==> config.mk <==
export PLATFORM = sky130hd
export DESIGN_NAME = spi_rx_frame_fifo_flat
export DESIGN_NICKNAME = d
export VERILOG_FILES = /design/src/rtl/spi_rx_frame_fifo_if.sv /design/src/rtl/spi_rx_frame_fifo.sv /design/src/flat_wrapper.sv
export SDC_FILE = /design/constraint.sdc
export NUM_CORES = 1
export LEC_CHECK = 0
export ABC_AREA = 1
export CELL_PAD_IN_SITES_DETAIL_PLACEMENT = 1
export CELL_PAD_IN_SITES_GLOBAL_PLACEMENT = 2
export CORE_MARGIN = 2
export CORE_UTILIZATION = 42
export CTS_CLUSTER_SIZE = 30
export DETAILED_ROUTE_END_ITERATION = 8
export PLACE_DENSITY = 0.91
export SYNTH_ARGS = -nofsm -noshare
export SYNTH_HDL_FRONTEND = slang
export SYNTH_SLANG_ARGS = --single-unit
==> constraint.sdc <==
create_clock -name clk -period 13 [get_ports clk]
set_clock_uncertainty 0.15 [all_clocks]
set_input_delay 1.3 -clock clk [delete_from_list [all_inputs] [get_ports clk]]
set_output_delay 1.3 -clock clk [all_outputs]
set_load 0.01 [all_outputs]
==> src/rtl/spi_rx_frame_fifo_if.sv <==
// Handshake bundle for the SPI receive frame FIFO: word input side, frame output side and status.
// The master modport is the producer/consumer side and the slave modport is the FIFO.
interface spi_rx_frame_fifo_if #(
  parameter int DSIZE       = 8,
  parameter int FRAME_BYTES = 15,
  parameter int DEPTH       = 4
);
  localparam int FW = FRAME_BYTES * DSIZE;
  localparam int LW = $clog2(FRAME_BYTES + 1);
  localparam int CW = $clog2(DEPTH + 1);

  logic             wr_valid;
  logic [DSIZE-1:0] wr_data;
  logic             wr_ready;
  logic             frame_flush;
  logic             out_valid;
  logic             out_ready;
  logic [FW-1:0]    out_data;
  logic [LW-1:0]    out_len;
  logic [CW-1:0]    count;
  logic             overflow;
  logic             ovf_clr;

  modport master (
    output wr_valid, wr_data, frame_flush, out_ready, ovf_clr,
    input  wr_ready, out_valid, out_data, out_len, count, overflow
  );

  modport slave (
    input  wr_valid, wr_data, frame_flush, out_ready, ovf_clr,
    output wr_ready, out_valid, out_data, out_len, count, overflow
  );
endinterface

==> src/rtl/spi_rx_frame_fifo.sv <==
// Packs received SPI words into frames and queues up to DEPTH frames with first-word fall-through.
// Words that arrive while the queue is full are dropped and flagged on the sticky overflow bit.
module spi_rx_frame_fifo #(
  parameter int DSIZE       = 8,
  parameter int FRAME_BYTES = 15,
  parameter int DEPTH       = 4,
  parameter bit MSB_FIRST   = 1'b0
) (
  input logic                clk,
  input logic                rst,
  spi_rx_frame_fifo_if.slave bus
);
  localparam int FW = FRAME_BYTES * DSIZE;
  localparam int LW = $clog2(FRAME_BYTES + 1);
  localparam int CW = $clog2(DEPTH + 1);
  localparam int PW = $clog2(DEPTH);
  localparam logic [LW-1:0] FRAME_LEN = LW'(FRAME_BYTES);
  localparam logic [CW-1:0] DEPTH_CNT = CW'(DEPTH);

  logic [LW-1:0] byte_cnt_q, byte_cnt_d;
  logic [FW-1:0] shadow_q, shadow_d;
  logic [PW-1:0] wr_ptr_q, wr_ptr_d;
  logic [PW-1:0] rd_ptr_q, rd_ptr_d;
  logic [CW-1:0] count_q, count_d;
  logic          wr_ready_q, wr_ready_d;
  logic          overflow_q, overflow_d;

  logic [FW-1:0] mem_data [DEPTH];
  logic [LW-1:0] mem_len  [DEPTH];

  logic          accept, drop, full_commit, flush_commit, flush_drop, commit, pop;
  logic [LW-1:0] lane, eff_len;
  logic [FW-1:0] shadow_wr;

  assign accept       = bus.wr_valid && wr_ready_q;
  assign drop         = bus.wr_valid && !wr_ready_q;
  assign lane         = MSB_FIRST ? (FRAME_LEN - LW'(1) - byte_cnt_q) : byte_cnt_q;
  // Effective length counts the word accepted this cycle so a flush can include it.
  assign eff_len      = byte_cnt_q + {{(LW-1){1'b0}}, accept};
  assign full_commit  = accept && (eff_len == FRAME_LEN);
  assign flush_commit = bus.frame_flush && wr_ready_q && (eff_len != '0) && !full_commit;
  assign flush_drop   = bus.frame_flush && !wr_ready_q && (byte_cnt_q != '0);
  assign commit       = full_commit || flush_commit;
  assign pop          = (count_q != '0) && bus.out_ready;

  // NOTE: every variable written in always_comb gets a default first, otherwise a latch is inferred.
  always_comb begin
    shadow_wr = shadow_q;
    if (accept) shadow_wr[int'(lane) * DSIZE +: DSIZE] = bus.wr_data;
  end

  always_comb begin
    byte_cnt_d = byte_cnt_q;
    shadow_d   = shadow_wr;
    if (commit || flush_drop) begin
      byte_cnt_d = '0;
      shadow_d   = '0;
    end else if (accept) begin
      byte_cnt_d = eff_len;
    end

    wr_ptr_d = commit ? wr_ptr_q + PW'(1) : wr_ptr_q;
    rd_ptr_d = pop    ? rd_ptr_q + PW'(1) : rd_ptr_q;

    count_d = count_q;
    if (commit && !pop)      count_d = count_q + CW'(1);
    else if (!commit && pop) count_d = count_q - CW'(1);
    wr_ready_d = (count_d < DEPTH_CNT);

    overflow_d = overflow_q;
    if (drop || flush_drop) overflow_d = 1'b1;
    else if (bus.ovf_clr)   overflow_d = 1'b0;
  end

  // NOTE: sequential state uses non-blocking assignments so every register samples pre-edge values.
  always_ff @(posedge clk) begin
    if (!rst) begin
      byte_cnt_q <= '0;
      shadow_q   <= '0;
      wr_ptr_q   <= '0;
      rd_ptr_q   <= '0;
      count_q    <= '0;
      wr_ready_q <= 1'b1;
      overflow_q <= 1'b0;
    end else begin
      byte_cnt_q <= byte_cnt_d;
      shadow_q   <= shadow_d;
      wr_ptr_q   <= wr_ptr_d;
      rd_ptr_q   <= rd_ptr_d;
      count_q    <= count_d;
      wr_ready_q <= wr_ready_d;
      overflow_q <= overflow_d;
    end
  end

  // NOTE: frame storage is deliberately not reset; count gates every read so stale entries are never seen.
  always_ff @(posedge clk) begin
    if (commit) begin
      mem_data[wr_ptr_q] <= shadow_wr;
      mem_len[wr_ptr_q]  <= eff_len;
    end
  end

  assign bus.out_valid = (count_q != '0);
  assign bus.out_data  = (count_q != '0) ? mem_data[rd_ptr_q] : '0;
  assign bus.out_len   = (count_q != '0) ? mem_len[rd_ptr_q]  : '0;
  assign bus.count     = count_q;
  assign bus.wr_ready  = wr_ready_q;
  assign bus.overflow  = overflow_q;
endmodule

==> src/flat_wrapper.sv <==
// flat-port wrapper written by rule: the top's interface ports become plain ports
module spi_rx_frame_fifo_flat 
#(
  parameter int DSIZE       = 8,
  parameter int FRAME_BYTES = 15,
  parameter int DEPTH       = 4,
  parameter bit MSB_FIRST   = 1'b0
)
  (clk, rst, bus_wr_valid, bus_wr_data, bus_frame_flush, bus_out_ready, bus_ovf_clr, bus_wr_ready, bus_out_valid, bus_out_data, bus_out_len, bus_count, bus_overflow);
  spi_rx_frame_fifo_if #(.DSIZE(DSIZE), .FRAME_BYTES(FRAME_BYTES), .DEPTH(DEPTH)) bus_i ();
  input logic clk;
  input logic rst;
  input wire logic [$bits(bus_i.wr_valid)-1:0] bus_wr_valid;
  input wire logic [$bits(bus_i.wr_data)-1:0] bus_wr_data;
  input wire logic [$bits(bus_i.frame_flush)-1:0] bus_frame_flush;
  input wire logic [$bits(bus_i.out_ready)-1:0] bus_out_ready;
  input wire logic [$bits(bus_i.ovf_clr)-1:0] bus_ovf_clr;
  output wire logic [$bits(bus_i.wr_ready)-1:0] bus_wr_ready;
  output wire logic [$bits(bus_i.out_valid)-1:0] bus_out_valid;
  output wire logic [$bits(bus_i.out_data)-1:0] bus_out_data;
  output wire logic [$bits(bus_i.out_len)-1:0] bus_out_len;
  output wire logic [$bits(bus_i.count)-1:0] bus_count;
  output wire logic [$bits(bus_i.overflow)-1:0] bus_overflow;
  assign bus_i.wr_valid = bus_wr_valid;
  assign bus_i.wr_data = bus_wr_data;
  assign bus_i.frame_flush = bus_frame_flush;
  assign bus_i.out_ready = bus_out_ready;
  assign bus_i.ovf_clr = bus_ovf_clr;
  assign bus_wr_ready = bus_i.wr_ready;
  assign bus_out_valid = bus_i.out_valid;
  assign bus_out_data = bus_i.out_data;
  assign bus_out_len = bus_i.out_len;
  assign bus_count = bus_i.count;
  assign bus_overflow = bus_i.overflow;
  spi_rx_frame_fifo #(.DSIZE(DSIZE), .FRAME_BYTES(FRAME_BYTES), .DEPTH(DEPTH), .MSB_FIRST(MSB_FIRST)) u_core (.clk(clk), .rst(rst), .bus(bus_i));
endmodule
Word level (Yosys, flattened, before mapping)
Memory sizes are Yosys's and may differ from the RTL's. A register that Yosys moved wholly into a read port is not among the register bits.
Index checks and enable logic that the tools add are counted.
- register bits: 133
- memories: 2
- memory bits (writable): 496
- word-level logic and storage cells: 57
- memory list (name ; depth ; bits a word ; rd ports ; clocked after memory_dff ; wr ports ; RTL line ; text):
    u_core.mem_data ; 4 ; 120 ; 1 ; 1 ; 1 ; spi_rx_frame_fifo.sv:28 ; logic [FW-1:0] mem_data [DEPTH];
    u_core.mem_len ; 4 ; 4 ; 1 ; 1 ; 1 ; spi_rx_frame_fifo.sv:29 ; logic [LW-1:0] mem_len [DEPTH];
- reduce and logical (&&, ||, !) cells: 23
- shift operators: 2
- order comparisons: 1
- muxes and demuxes: 14
- bitwise operators: 1
- eq/ne operators: 1
- $add $sub $neg: 6
- operators by type and width (kind ; count):
    $mux W120 ; 2
    $bwmux W120 ; 1
    $shift A8 B33 Y120 const A ; 1
    $shiftx A8 B33 Y120 ; 1
    $neg A7 Y33 ; 1
    $logic_and A1 B1 Y1 ; 11
    $mux W2 ; 4
    $reduce_bool A4 Y1 ; 2
    $mux W3 ; 2
    $add A2 B1 Y2 const B ; 2
    $add A4 B1 Y4 ; 1
    $eq A4 B4 Y1 const B ; 1
    $logic_not A1 Y1 ; 4
    $mux W1 ; 4
    $mux W4 ; 1
    $add A3 B1 Y3 const B ; 1
    $logic_or A1 B1 Y1 ; 3
    $lt A3 B3 Y1 const B ; 1
    $reduce_bool A3 Y1 ; 1
    $sub A3 B1 Y3 const B ; 1
    $reduce_bool A2 Y1 ; 1
    $reduce_or A2 Y1 ; 1
    $not A1 Y1 ; 1

Depth between registers and ports, before layout
- word-level depth: 12
- mapped depth: 19

Worst setup path after synthesis
No wires, ideal clock.
- path type: input -> register
- start: in bus_wr_valid
- end: mem u_core.mem_data[0][0] (netlist bit), enable pin
- stages: 10
- library setup time: 608 ps
- path slack: 4469 ps
- arrival time: 7772 ps
- data required time: 12242 ps
- cells stage by stage: nand2_1 inv_2 ha_1 ha_1 nand2_1 a21oi_1 nand3_1 nand2_1 inv_1 nor2_1
- word-level cells in the longest chain between the ends: 9
- RTL lines (item ; RTL line ; text):
    start: declaration ; flat_wrapper.sv:13 ; input wire logic [$bits(bus_i.wr_valid)-1:0] bus_wr_valid;
    $logic_and A1 B1 Y1 * ; spi_rx_frame_fifo.sv:35 ; assign accept = bus.wr_valid && wr_ready_q;
    net u_core.accept ; spi_rx_frame_fifo.sv:31 ; logic accept, drop, full_commit, flush_commit, flush_drop, commit, pop;
    $add A4 B1 Y4 * ; spi_rx_frame_fifo.sv:39 ; assign eff_len = byte_cnt_q + {{(LW-1){1'b0}}, accept};
    net u_core.eff_len[1] ; spi_rx_frame_fifo.sv:32 ; logic [LW-1:0] lane, eff_len;
    $eq A4 B4 Y1 ; spi_rx_frame_fifo.sv:40 ; assign full_commit = accept && (eff_len == FRAME_LEN);
    $logic_and A1 B1 Y1 ; spi_rx_frame_fifo.sv:40 ;
    $logic_not A1 Y1 ; spi_rx_frame_fifo.sv:41 ; assign flush_commit = bus.frame_flush && wr_ready_q && (eff_len != '0) && !full_commit;
    $logic_and A1 B1 Y1 ; spi_rx_frame_fifo.sv:41 ;
    $logic_or A1 B1 Y1 * ; spi_rx_frame_fifo.sv:43 ; assign commit = full_commit || flush_commit;
    net u_core.commit ; spi_rx_frame_fifo.sv:31 ;
    $mux W1 * ; spi_rx_frame_fifo.sv:98 ; if (commit) begin
    $mux W1 (implied by the code) * ; spi_rx_frame_fifo.sv:99 ; mem_data[wr_ptr_q] <= shadow_wr;
    end: declaration ; spi_rx_frame_fifo.sv:28 ;
Mark *: on every way through the listed nets, which the timed path passes. The rest lies on a longest branch.

==> impl_metrics.env <==
export IMPL_drv_slew=0
export IMPL_hold_viol=0
export IMPL_wl_per_cell_microns=21.3
export IMPL_hold_slack_ps=325
export IMPL_cts_tree="built"
export IMPL_die_area_sq_mm=0.0634
export IMPL_cts_hold_buf=0
export IMPL_ios=144
export IMPL_antenna_found_initial=2
export IMPL_syn_instance_count=2538
export IMPL_switching_power_mw=1.92
export IMPL_path_clk_slew_ps=60
export IMPL_clkPwrFrac=0.316
export IMPL_clock_sinks=631
export IMPL_worst_hold_path_type="register to register"
export IMPL_seq_power_share=0.407
export IMPL_grt_pass1_vias=19500
export IMPL_crit_required_ps=11550
export IMPL_period_share=0.480
export IMPL_grtUsageTotal=0.233
export IMPL_synthesis_nets=2565
export IMPL_final_common_cell="nor2_1"
export IMPL_initial_core_util=0.426
export IMPL_layout_drive_gt1_share=0.0529
export IMPL_syn_to_final_growth_pct=16.3
export IMPL_intPower_mw=4.05
export IMPL_num_fill_cells=6610
export IMPL_yosys_warnings=0
export IMPL_overflow=0
export IMPL_yosysSeqAreaShare=0.682
export IMPL_die_w_microns=252
export IMPL_status="finished, final reports clean"
export IMPL_synth_area_sq_mm=0.0258
export IMPL_drt_iter0_markers=1378
export IMPL_dp_hpwl_microns=45400
export IMPL_peakVddDrop_mv=0.147
export IMPL_dr_pass1_iters=5
export IMPL_clk_path_buf_depth=3
export IMPL_viasPerCell=5.33
export IMPL_drtAntennaViolNets=0
export IMPL_rsz0062_at_grt="false"
export IMPL_coreArea_sq_mm=0.0606
export IMPL_timing_fmax_mhz=160
export IMPL_setup_viol=0
export IMPL_final_cell_count_no_fill=3470
export IMPL_final_cell_mix="nor2_1 (633), edfxtp_1 (496), nand2_1 (297)"
export IMPL_cts_buffers=68
export IMPL_max_slew_margin_rel=0.161
export IMPL_crit_fanout=128
export IMPL_clkLatencyLatePin_ps=610
export IMPL_finalCriticalPeriod_ps=6240
export IMPL_critPathKind="register to output pin"
export IMPL_tightest_slew_ps=1260
export IMPL_postCtsSetupBuffers=0
export IMPL_totalWireLength_microns=73900
export IMPL_grt_pass1_wl_microns=113000
export IMPL_gp_congestion=0.941
export IMPL_ys_ff_latch=631
export IMPL_cts_resized=0
export IMPL_port_buffers=143
export IMPL_tns_ps=0
export IMPL_avgSynthCellArea_sq_um=10.2
export IMPL_end_kind="output pin"
export IMPL_drc=0
export IMPL_place_inst=3342
export IMPL_dr_total_vias=18500
export IMPL_cts_root_buffer="clkbuf_16"
export IMPL_arrival_ps=4790
export IMPL_crit_path_start_kind="register"
export IMPL_p_leak_nw=11.6
export IMPL_grt_start_max_net_pins=129
export IMPL_p_per_area_mw_per_mm2=199
export IMPL_synth_cell_types=29
export IMPL_htreeDepth=3
export IMPL_switching_share=0.321
export IMPL_rows=90
export IMPL_p_comb_frac=0.277
export IMPL_finalNetCount=2657
export IMPL_max_cap_viol_count=0
export IMPL_dieHeight_microns=252
[synthesized netlist by cell type]
master | number | area share
o21bai_1 | 1 | 0.00029
ha_1 | 13 | 0.0063
buf_2 | 33 | 0.0064
nand4_1 | 47 | 0.011
buf_4 | 6 | 0.0017
a21oi_1 | 154 | 0.030
or2_2 | 1 | 0.00024
nor2_1 | 637 | 0.093
nand3_1 | 64 | 0.012
buf_1 | 23 | 0.0033
nand2_1 | 297 | 0.043
nor2_4 | 7 | 0.0031
edfxtp_1 | 496 | 0.58
clkinv_1 | 1 | 0.00015
dfxtp_1 | 135 | 0.10
nand2_2 | 3 | 0.00073
clkbuf_1 | 74 | 0.011
nor3_1 | 2 | 0.00039
xor2_1 | 1 | 0.00034
o21ai_1 | 8 | 0.0016
nor2_2 | 4 | 0.00097
o21ai_0 | 264 | 0.051
nor2b_1 | 6 | 0.0015
inv_2 | 8 | 0.0012
xnor2_2 | 1 | 0.00063
nand4_2 | 2 | 0.00097
nand3b_1 | 2 | 0.00058
nand3_2 | 1 | 0.00039
inv_1 | 247 | 0.036
[path summary, 6_finish.rpt]
path | from | endpoint | slack, ps | cells after the start
max | register | bus_out_data[74] | 6760 | 5
min | u_core.shadow_q[54]$_SDFF_PP0_ | u_core.shadow_q[54]$_SDFF_PP0_ | 320 | 2
max reg2reg | u_core.bus.wr_ready$_SDFF_PN1_ | u_core.mem_data[3][1]$_DFFE_PP_ | 8350 | 14
min reg2reg | u_core.shadow_q[54]$_SDFF_PP0_ | u_core.shadow_q[54]$_SDFF_PP0_ | 320 | 2
[area by class of cell]
class,count,area (sq um),share of cell area
tap,782,978,0.0326
clock buffer,105,1980,0.0660
clock inverter,21,175,0.00584
timing repair buffer,158,1580,0.0527
multi-input combinational,1515,6720,0.224
sequential,631,17600,0.586
antenna,2,5.00,0.000167
inverter,256,971,0.0323
[flip-flops by register name (all words and copies together) (netlist names), 2 cells and up, named ones only]
register and cells:
u_core.wr_ptr_q 2, u_core.mem_data 480, u_core.mem_len 16, u_core.byte_cnt_q 4, u_core.bus.count 3, u_core.shadow_q 120, u_core.rd_ptr_q 2
[logic make-up (layout without fill, tap and decap cells)]
family	count (synthesis)	count (layout)	synth area share
and+or+nand+nor	1073	1073	0.168
DFF	631	631	0.682
AOI/OAI and AO/OA	427	427	0.0829
buffers and inverters	392	540	0.0595
adders and majority gates	13	13	0.00630
xor gates and xnor gates	2	2	0.000970
other	0	2	0
[routing by layer]
layer	track usage	wire, microns	vias to the layer above
li1	-	-	8607
met1	0.304	31900	9315
met2	0.399	36600	468
met3	0.0314	3360	115
met4	0.0817	2050	0
met5	0	0	-
[stage by stage]
step	power (mW)	util	setup WS, ps	instance area [sq um]
after floorplan	3.34	-	4470	25800
after global placement	4.09	0.460	7060	27900
after CTS	6.03	0.495	6810	30000
final	5.97	0.496	6760	30000
after global routing	6.24	0.496	6530	30000
after detailed placement	4.14	0.460	6920	27900
[power groups by stage]
stage	sequential (mW)	clock (mW)	combinational (mW)
2_1_floorplan	2.46	0	0.877
3_3_place_gp	2.46	0	1.63
3_5_place_dp	2.47	0	1.67
4_1_cts	2.43	1.91	1.68
5_1_grt	2.45	1.99	1.80
6_report	2.43	1.88	1.65
[critical path: stages, from the launching register on]
cell and delay [ps]:
dfxtp_4 650, inv_4 1010, buf_4 1040, o21ai_0 250, a21oi_1 390, clkdlybuf4s50_1 610
Note: power is estimated with default switching activity, not from simulation.
